## config.mk

```make
export PLATFORM = sky130hd
export DESIGN_NAME = primogen_seq
export DESIGN_NICKNAME = d
export VERILOG_FILES = /design/src/rtl/primogen_pkg.sv /design/src/rtl/primogen_rem.sv /design/src/rtl/primogen_seq.sv
export SDC_FILE = /design/constraint.sdc
export NUM_CORES = 1
export LEC_CHECK = 0
export ABC_AREA = 1
export CAP_MARGIN = 30
export CORE_ASPECT_RATIO = 0.9
export CORE_MARGIN = 2
export CORE_UTILIZATION = 61
export CTS_CLUSTER_DIAMETER = 50
export CTS_CLUSTER_SIZE = 16
export DETAILED_ROUTE_END_ITERATION = 12
export PLACE_DENSITY = 0.87
export SYNTH_ARGS = -nofsm -noshare
export SYNTH_HDL_FRONTEND = slang
export SYNTH_SLANG_ARGS = --single-unit
```

## constraint.sdc

```tcl
create_clock -name clk -period 4.8 [get_ports clk]
set_input_delay 0.72 -clock clk [delete_from_list [all_inputs] [get_ports clk]]
set_output_delay 0.72 -clock clk [all_outputs]
set_load 0.005 [all_outputs]
```

## src/rtl/primogen_pkg.sv

```systemverilog
// Shared definitions for the prime sequence generator: FSM encoding and reset values.
package primogen_pkg;

  typedef enum logic [2:0] {
    StIdle,
    StNext,
    StCheck,
    StDiv,
    StTest
  } state_e;

  localparam int unsigned RES_RST   = 1;
  localparam int unsigned COUNT_RST = 0;

endpackage

```

## src/rtl/primogen_rem.sv

```systemverilog
// Restoring remainder unit: one quotient bit per cycle, done pulses WIDTH cycles after start.
module primogen_rem #(
  parameter int unsigned WIDTH = 16
) (
  input  logic             clk,
  input  logic             rst,
  input  logic             start,
  input  logic [WIDTH-1:0] num,
  input  logic [WIDTH-1:0] den,
  output logic             done,
  output logic [WIDTH-1:0] rem
);

  localparam int unsigned CntW = $clog2(WIDTH);

  logic [WIDTH-1:0] rem_q, num_q, den_q;
  logic [CntW-1:0]  cnt_q;
  logic             busy_q, done_q;

  logic [WIDTH-1:0] rem_in, den_in, rem_step;
  logic             bit_in;
  logic [WIDTH:0]   shifted, diff;

  // The start cycle already consumes the MSB so the whole division spans WIDTH edges.
  always_comb begin
    rem_in   = start ? '0 : rem_q;
    den_in   = start ? den : den_q;
    bit_in   = start ? num[WIDTH-1] : num_q[WIDTH-1];
    shifted  = {rem_in, bit_in};
    diff     = shifted - {1'b0, den_in};
    rem_step = (shifted >= {1'b0, den_in}) ? diff[WIDTH-1:0] : shifted[WIDTH-1:0];
  end

  always_ff @(posedge clk) begin
    if (rst) begin
      rem_q  <= '0;
      num_q  <= '0;
      den_q  <= '0;
      cnt_q  <= '0;
      busy_q <= 1'b0;
      done_q <= 1'b0;
    end else begin
      done_q <= 1'b0;
      if (start) begin
        rem_q  <= rem_step;
        num_q  <= num << 1;
        den_q  <= den;
        cnt_q  <= CntW'(WIDTH - 1);
        busy_q <= 1'b1;
      end else if (busy_q) begin
        rem_q <= rem_step;
        num_q <= num_q << 1;
        cnt_q <= cnt_q - CntW'(1);
        if (cnt_q == CntW'(1)) begin
          busy_q <= 1'b0;
          done_q <= 1'b1;
        end
      end
    end
  end

  assign done = done_q;
  assign rem  = rem_q;

endmodule

```

## src/rtl/primogen_seq.sv

```systemverilog
// Prime sequence generator: each go searches for the next prime above res by trial division.
module primogen_seq
  import primogen_pkg::*;
#(
  parameter int unsigned WIDTH = 16
) (
  input  logic             clk,
  input  logic             rst,
  input  logic             go,
  input  logic             load,
  input  logic [WIDTH-1:0] seed,
  output logic             ready,
  output logic             error,
  output logic [WIDTH-1:0] res,
  output logic [WIDTH-1:0] count
);

  // Wide enough that sq never wraps while d stays below the square root of cand.
  localparam int unsigned SqW = 2 * WIDTH + 2;

  state_e           state_q, state_d;
  logic [WIDTH-1:0] cand_q, cand_d, d_q, d_d, res_q, res_d, count_q, count_d;
  logic [SqW-1:0]   sq_q, sq_d;
  logic             error_q, error_d;

  logic             start, rem_done, sq_gt;
  logic [WIDTH-1:0] rem_val;

  primogen_rem #(
    .WIDTH(WIDTH)
  ) u_rem (
    .clk  (clk),
    .rst  (rst),
    .start(start),
    .num  (cand_q),
    .den  (d_q),
    .done (rem_done),
    .rem  (rem_val)
  );

  assign sq_gt = sq_q > SqW'(cand_q);

  always_ff @(posedge clk) begin
    if (rst) begin
      state_q <= StIdle;
      cand_q  <= '0;
      d_q     <= '0;
      sq_q    <= '0;
      res_q   <= WIDTH'(RES_RST);
      count_q <= WIDTH'(COUNT_RST);
      error_q <= 1'b0;
    end else begin
      state_q <= state_d;
      cand_q  <= cand_d;
      d_q     <= d_d;
      sq_q    <= sq_d;
      res_q   <= res_d;
      count_q <= count_d;
      error_q <= error_d;
    end
  end

  always_comb begin
    state_d = state_q;
    cand_d  = cand_q;
    d_d     = d_q;
    sq_d    = sq_q;
    res_d   = res_q;
    count_d = count_q;
    error_d = error_q;
    unique case (state_q)
      StIdle: begin
        if (load) begin
          res_d   = seed;
          count_d = WIDTH'(COUNT_RST);
          error_d = 1'b0;
        end else if (go && !error_q) begin
          cand_d  = res_q;
          state_d = StNext;
        end
      end
      StNext: begin
        if (&cand_q) begin
          error_d = 1'b1;
          state_d = StIdle;
        end else begin
          // Seed 0 would otherwise reach 1, which the square test would accept as prime.
          cand_d  = (cand_q == '0) ? WIDTH'(2) : cand_q + WIDTH'(1);
          d_d     = WIDTH'(2);
          sq_d    = SqW'(4);
          state_d = StCheck;
        end
      end
      StCheck: begin
        if (sq_gt) begin
          res_d   = cand_q;
          count_d = count_q + WIDTH'(1);
          state_d = StIdle;
        end else begin
          state_d = StDiv;
        end
      end
      StDiv: begin
        if (rem_done) state_d = StTest;
      end
      StTest: begin
        if (rem_val == '0) begin
          state_d = StNext;
        end else if (d_q == WIDTH'(2)) begin
          d_d     = WIDTH'(3);
          sq_d    = SqW'(9);
          state_d = StCheck;
        end else begin
          // (d+2)^2 = d^2 + 4d + 4
          sq_d    = sq_q + SqW'({d_q, 2'b00}) + SqW'(4);
          d_d     = d_q + WIDTH'(2);
          state_d = StCheck;
        end
      end
      default: state_d = StIdle;
    endcase
  end

  always_comb begin
    ready = (state_q == StIdle);
    start = (state_q == StCheck) && !sq_gt;
  end

  assign error = error_q;
  assign res   = res_q;
  assign count = count_q;

endmodule

```

Yosys cells after proc, flatten, opt, wreduce, memory -nomap -nowiden

Index checks and enable logic that the tools add are counted.

Memories: 0
Output and inout port bits: 34
RAM bits: 0
Register bits after elaboration: 155
Input bits: 20
Bits in read-only memories: 0
Logic and storage cells: 98
Bits in latches: 0

Multiplexer cells: 43
Bitwise gates (word level): 1
Div/mod/pow operators: 0
Order comparisons: 2
Shift operators: 0
Add/sub/neg operators: 7
Reduce and logical (&&, ||, !) cells: 18
Eq/ne operators: 14
$mul: 0

Operators by type and width:

| cell                    | count |
|---|---|
| $mux W16                | 18 |
| $pmux W16 S2            | 4 |
| $mux W34                | 3 |
| $pmux W34 S2            | 1 |
| $add A34 B18 Y34        | 1 |
| $add A34 B3 Y34 const B | 1 |
| $gt A34 B16 Y1          | 1 |
| $add A16 B1 Y16 const B | 2 |
| $logic_not A16 Y1       | 2 |
| $ge A17 B16 Y1          | 1 |
| $add A16 B2 Y16 const B | 1 |
| $eq A16 B2 Y1 const B   | 1 |
| $reduce_and A16 Y1      | 1 |
| $sub A16 B16 Y16        | 1 |
| $pmux W3 S5             | 1 |
| $ne A2 B2 Y1 const B    | 6 |
| $reduce_and A3 Y1       | 4 |
| $mux W3                 | 3 |
| $mux W4                 | 2 |
| $reduce_bool A2 Y1      | 4 |
| $mux W1                 | 7 |
| $eq A3 B2 Y1 const B    | 2 |
| $mux W2                 | 3 |
| $eq A4 B1 Y1 const B    | 1 |
| 11 further kinds        | 14 |

Longest topological paths before layout

Gate-level depths: netlist (run 1).

Depth in word-level cells: 8
Mapped depth: 34
Depth with buffers taken out: 32

Modules after synthesis

A second synthesis (run 1) with hierarchy kept.

Cell total of the unflattened synthesis: 1,596
Area total of the unflattened synthesis: 10,410.0 um2

By module, submodules not included:

| module       | instances | cells an instance | seq. area each (um2) | area an instance (um2) |
|---|---|---|---|---|
| primogen_seq | 1         | 1,054             | 2,021.9              | 6,927.9 |
| primogen_rem | 1         | 542               | 1,061.0              | 3,482.1 |

Worst setup path before layout (run 1)

OpenSTA, ideal clock, no wires.

Kind: flip-flop to flip-flop
From: reg cand_q[11]
To: reg u_rem.rem_q[12] (netlist: u_rem.rem[12])
Path buffers: 2
Required time: 4.691 ns
Arrival time: 3.644 ns
Cell stages (with the launch flop): 33
Slack: 1.047 ns
Clock period less this slack: 3.753 ns
Cells stage by stage: dfxtp_1 > clkbuf_1 > inv_1 > ha_1 > nand2_1 > inv_1 > o21ai_0 > a21oi_1 > nor2_1 > nand2_1 > nand2_2 > nand2_4 > inv_4 > buf_2 > or2_2 > o21ai_1 > inv_1 > ha_1 > inv_1 > fa_1 > nand2_1 > nand2_1 > a21oi_1 > o21ai_0 > nand2_1 > nand2_1 > nand3_1 > nand2_1 > xor2_1 > nand2_1 > nand3_1 > nand2_1 > inv_1

Word-level cells in the longest chain between the ends: 8
Elaborated cells on any way between the ends: 12

RTL lines:

| item                                               | line                                   | text |
|---|---|---|
| from (decl)                                        | primogen_seq.sv:22                     | `logic [WIDTH-1:0] cand_q, cand_d, d_q, d_d, res_q, res_d, count_q, count_d;` |
| from (signal assigned)                             | primogen_seq.sv:54                     | `cand_q <= cand_d;` |
| $gt A34 B16 Y1 (*)                                 | primogen_seq.sv:41                     | `assign sq_gt = sq_q > SqW'(cand_q);` |
| $logic_not A1 Y1 (*)                               | primogen_seq.sv:126                    | `start = (state_q == StCheck) && !sq_gt;` |
| $logic_and A1 B1 Y1 (*)                            | primogen_seq.sv:126                    |  |
| $mux W16 (*)                                       | -                                      |  |
| via u_rem.den_in[0]                                | primogen_rem.sv:20                     | `logic [WIDTH-1:0] rem_in, den_in, rem_step;` |
| $sub A16 B16 Y16 or $ge A17 B16 Y1 (tied branches) | primogen_rem.sv:30, primogen_rem.sv:31 |  |
| $mux W16 (*)                                       | primogen_rem.sv:31                     | `rem_step = (shifted >= {1'b0, den_in}) ? diff[WIDTH-1:0] : shifted[WIDTH-1:0];` |
| $mux W16                                           | primogen_rem.sv:50                     | `end else if (busy_q) begin` |
| $mux W16 (*)                                       | primogen_rem.sv:44                     | `if (start) begin` |
| to (signal assigned)                               | primogen_rem.sv:45                     | `rem_q <= rem_step;` |
| to (signal assigned)                               | primogen_rem.sv:51                     | `rem_q <= rem_step;` |
| to (decl)                                          | primogen_rem.sv:16                     | `logic [WIDTH-1:0] rem_q, num_q, den_q;` |

Mark *: on every way through the listed nets, which the timed path passes. The rest lies on a longest branch. The select of a mux whose other input is x is not followed.
A chain may end at the register's enable or synchronous reset.

Worst setup path after layout (run 1)

From: reg cand_q[9]
To: reg u_rem.rem_q[12] (netlist: u_rem.rem[12])

Word-level cells in the longest chain between the ends: 8
Elaborated cells on any way between the ends: 12

RTL lines:

| item                                               | line                                   | text |
|---|---|---|
| $gt A34 B16 Y1 (*)                                 | primogen_seq.sv:41                     |  |
| $logic_not A1 Y1 (*)                               | primogen_seq.sv:126                    |  |
| $logic_and A1 B1 Y1 (*)                            | primogen_seq.sv:126                    |  |
| $mux W1 (tied with other cells)                    | primogen_rem.sv:28                     | `bit_in = start ? num[WIDTH-1] : num_q[WIDTH-1];` |
| $sub A16 B16 Y16 or $ge A17 B16 Y1 (tied branches) | primogen_rem.sv:30, primogen_rem.sv:31 |  |
| $mux W16                                           | primogen_rem.sv:31                     |  |
| $mux W16                                           | primogen_rem.sv:50                     |  |
| $mux W16                                           | primogen_rem.sv:44                     |  |

Every way passes the cells marked *; elsewhere a longest branch is shown, timed or not. The select of a mux whose other input is x is not followed.

==> results of run 1 <==
## layout by cell type, fill, tap and decap left out, drive strengths merged, types with 2 or more instances in the layout
cell,instances
a21oi,125
a31oi,32
nand2,323
clkdlybuf4s50,52
nor3,35
ha,69
nand3,96
a21o,3
a211oi,8
a221oi,2
o21a,6
xor2,33
fa,2
a21boi,3
nor2,122
clkbuf,23
nand4,26
o22ai,3
dfxtp,154
o21bai,2
o211ai,2
nor3b,2
or2,4
nor4,13
xnor2,5
inv,174
mux2i,2
clkinv,5
buf,10
o21ai,114
## synth_stat cells, types with 2 or more instances
| cell type | count |
|---|---|
| a211oi_1 | 8 |
| a21boi_0 | 2 |
| a21o_1 | 3 |
| a21oi_1 | 123 |
| a21oi_2 | 2 |
| a221oi_1 | 2 |
| a31oi_1 | 32 |
| buf_2 | 20 |
| buf_4 | 5 |
| buf_6 | 5 |
| clkbuf_1 | 22 |
| dfxtp_1 | 154 |
| fa_1 | 2 |
| ha_1 | 69 |
| inv_1 | 151 |
| inv_2 | 18 |
| mux2i_1 | 2 |
| nand2_1 | 312 |
| nand2_2 | 8 |
| nand2_4 | 3 |
| nand3_1 | 95 |
| nand4_1 | 26 |
| nor2_1 | 118 |
| nor2_2 | 3 |
| nor3_1 | 31 |
| nor3_2 | 3 |
| nor4_1 | 12 |
| o211ai_1 | 2 |
| o21a_1 | 6 |
| o21ai_0 | 93 |
| o21ai_1 | 20 |
| o21bai_1 | 2 |
| o22ai_1 | 3 |
| or2_2 | 2 |
| xnor2_1 | 5 |
| xor2_1 | 33 |
## metrics by stage
stage | hold slack, ps | utilization
after global routing | 499 | 0.700
after floorplan | 439 | -
after CTS | 464 | 0.700
after global placement | 449 | 0.661
after detailed placement | 454 | 0.661
final | 461 | 0.700
## final cells by class
cell class,count,area [um2],area share
multi-input combinational,1036,5630,0.521
inverter,172,656,0.0606
timing repair buffer,62,593,0.0548
clock buffer,23,498,0.0461
sequential,154,3080,0.285
clock inverter,9,101,0.00937
tap,202,253,0.0234
## critical path, delay by kind of cell (launching register included)
family	cells	cell delay, ps
AOI/OAI and AO/OA	3	650
xor gates and xnor gates	1	150
adders and majority gates	3	880
buffers and inverters	5	620
DFF	1	430
and+or+nand+nor	17	1600
## where the power goes
part	switching [mW]	total (mW)	internal [mW]
sequential	0.250	1.80	1.55
combinational	2.45	3.71	1.26
clock	0.567	1.36	0.794
## flip-flops by register name, summed over array words and instances, names as in the netlist
name	cells
u_rem.num_q	15
cand_q	16
count	16
u_rem.done	1
u_rem.rem	16
res	16
state_q	3
d_q	16
u_rem.cnt_q	4
error	1
u_rem.den_q	16
sq_q	33
u_rem.busy_q	1
## how the worst min path moves through the flow
stage / startpoint / end / slack [ps]
2_1_floorplan: sq_q[33] / sq_q[33] / 440
3_3_place_gp: sq_q[0] / sq_q[0] / 450
3_5_place_dp: sq_q[33] / sq_q[33] / 450
4_1_cts: sq_q[33] / sq_q[33] / 460
5_1_grt: sq_q[0] / sq_q[0] / 500
6_report: sq_q[33] / sq_q[33] / 460
## per-layer routing
layer,wire (um),part of all wire,track usage
met3,1990,0.081,0.0599
met1,10800,0.44,0.392
met5,0,0,0
met4,591,0.024,0.107
met2,11200,0.46,0.492
## logic make-up (layout without fill, tap and decap cells)
group           Yosys count  after routing  synth area share
buf+inv                 224            266            0.0964
mux                       2              2           0.00208
simple gates            622            622             0.282
xor+xnor                 38             38            0.0345
flops                   154            154             0.320
fa+ha+maj                71             71            0.0937
compound gates          303            303             0.171
==> flow_summary.toml, run 1 <==
[timing]
tns_ps = 0
max_freq_mhz = 226
finalSetupViolCount = 0
layout_min_cycle_time_ps = 4420
rsz0062_at_grt = "false"
skew_ps = 9.72
final-hold-violation-count = 0
relSlewSlack = 0.386
setup_ws_ps = 382
tightestPinTransition_ps = 919
slew_viol_final = 0
period_share = 0.920

[finish]
stdcell_area_um2 = 10800
nFillCells = 1282
diodes = 0
drive_gt1_frac = 0.0604
area_delta_synth_final_pct = 12.1
final_cells = 1658
final_nets = 1534

[critical_path]
crit_end = "u_rem.rem[12]"
cp_data_arrival_time_ps = 4750
r2r_cells = 29
worstPathRequired_ps = 5130
startpoint = "cand_q[9]"
critPathMaxFanout = 31
worst_path_max_delay_cell = "dfxtp_1"
critical-path-max-stage-delay_ps = 430
critPathLaunchType = "flip-flop"
endpoint_kind = "flip-flop"
crit_top_cell = "nand2_1"
critical_path_class = "flip-flop to flip-flop"
r2r-end = "u_rem.rem[12]"
r2r_setup_slack_ps = 380
timing.rr.start = "cand_q[9]"

[pwr]
p_leak_nw = 4.60
power_density_nw_per_um2 = 636
vdd_ir_drop_max_mv = 0.387
total_power_mw = 6.87

[grt]
grt_util_all_layers = 0.299
first_global_vias = 8597
grt_max_degree = 81
grt_pass1_wl_um = 40400
grt-ovfl-total = 0
grt_antenna_before_repair = 0

[floorplanning]
die_w_um = 137
dieArea_um2 = 16800
initial_core_util = 0.624
ios = 54
rows = 43
core_area_um2 = 15400
die_h_um = 123

[synthesis]
netlist_instances = 1414
synth_async_sr_flop_share = 0
yosysSeqAreaShare = 0.320
synth_area_leader_cell = "dfxtp_1"
ys_ff_latch = 154
synth.area.top_cells = "dfxtp_1 (32%), nand2_1 (12%), ha_1 (9.0%)"
ys.flop_type = "dfxtp_1"
netlist_area_um2 = 9640
synth.distinct_cells = 53
ys_warn_count = 0
syn_nets = 1505
synth_edf_count = 0
netlist.area_leader.share = 0.320
avgSynthCellArea_um2 = 6.82

[detailed_routing]
vias_per_cell = 5.79
ant_nets = 0
num_vias = 9596
drt_iter0_drc = 810
first_pass_iters = 6
wl_per_cell_um = 14.8
wl_um = 24600
drc_errors = 0

[place]
pre_cts_ws_ps = 554
dp_hpwl_um = 17600
gp_congestion = 0.948
post-place-cells = 1626
place_area_um2 = 10200
port_buffers = 53

[cts]
clkTransAtPathRegs_ps = 60
htreeDepth = 4
cts_resized = 0
cts_setup_buffers = 0
holdBufCountCts = 0
cts_buffers = 17
cts-root-buf = "clkbuf_16"
clk-insertion-delay-late_ps = 440
clockBufferDepth = 2
cts_tree = "done"
cts.sink_count = 154

[status]
status = "complete, no violations"

[worst_hold_path]
hold_path_class = "flip-flop to flip-flop"
hold_path_depth = 2

[flow_run]
maxCapViolCount = 0
Power figures use the tool's default switching activity.
==> run 2: changes to the inputs <==
--- a/config.mk
+++ b/config.mk
@@ -14,6 +14,7 @@
 export CTS_CLUSTER_SIZE = 16
 export DETAILED_ROUTE_END_ITERATION = 12
 export PLACE_DENSITY = 0.87
+export SKIP_LAST_GASP = 1
 export SYNTH_ARGS = -nofsm -noshare
 export SYNTH_HDL_FRONTEND = slang
 export SYNTH_SLANG_ARGS = --single-unit
==> results of run 2 <==
The final DEF is identical to that of run 1; final timing and power are the same.
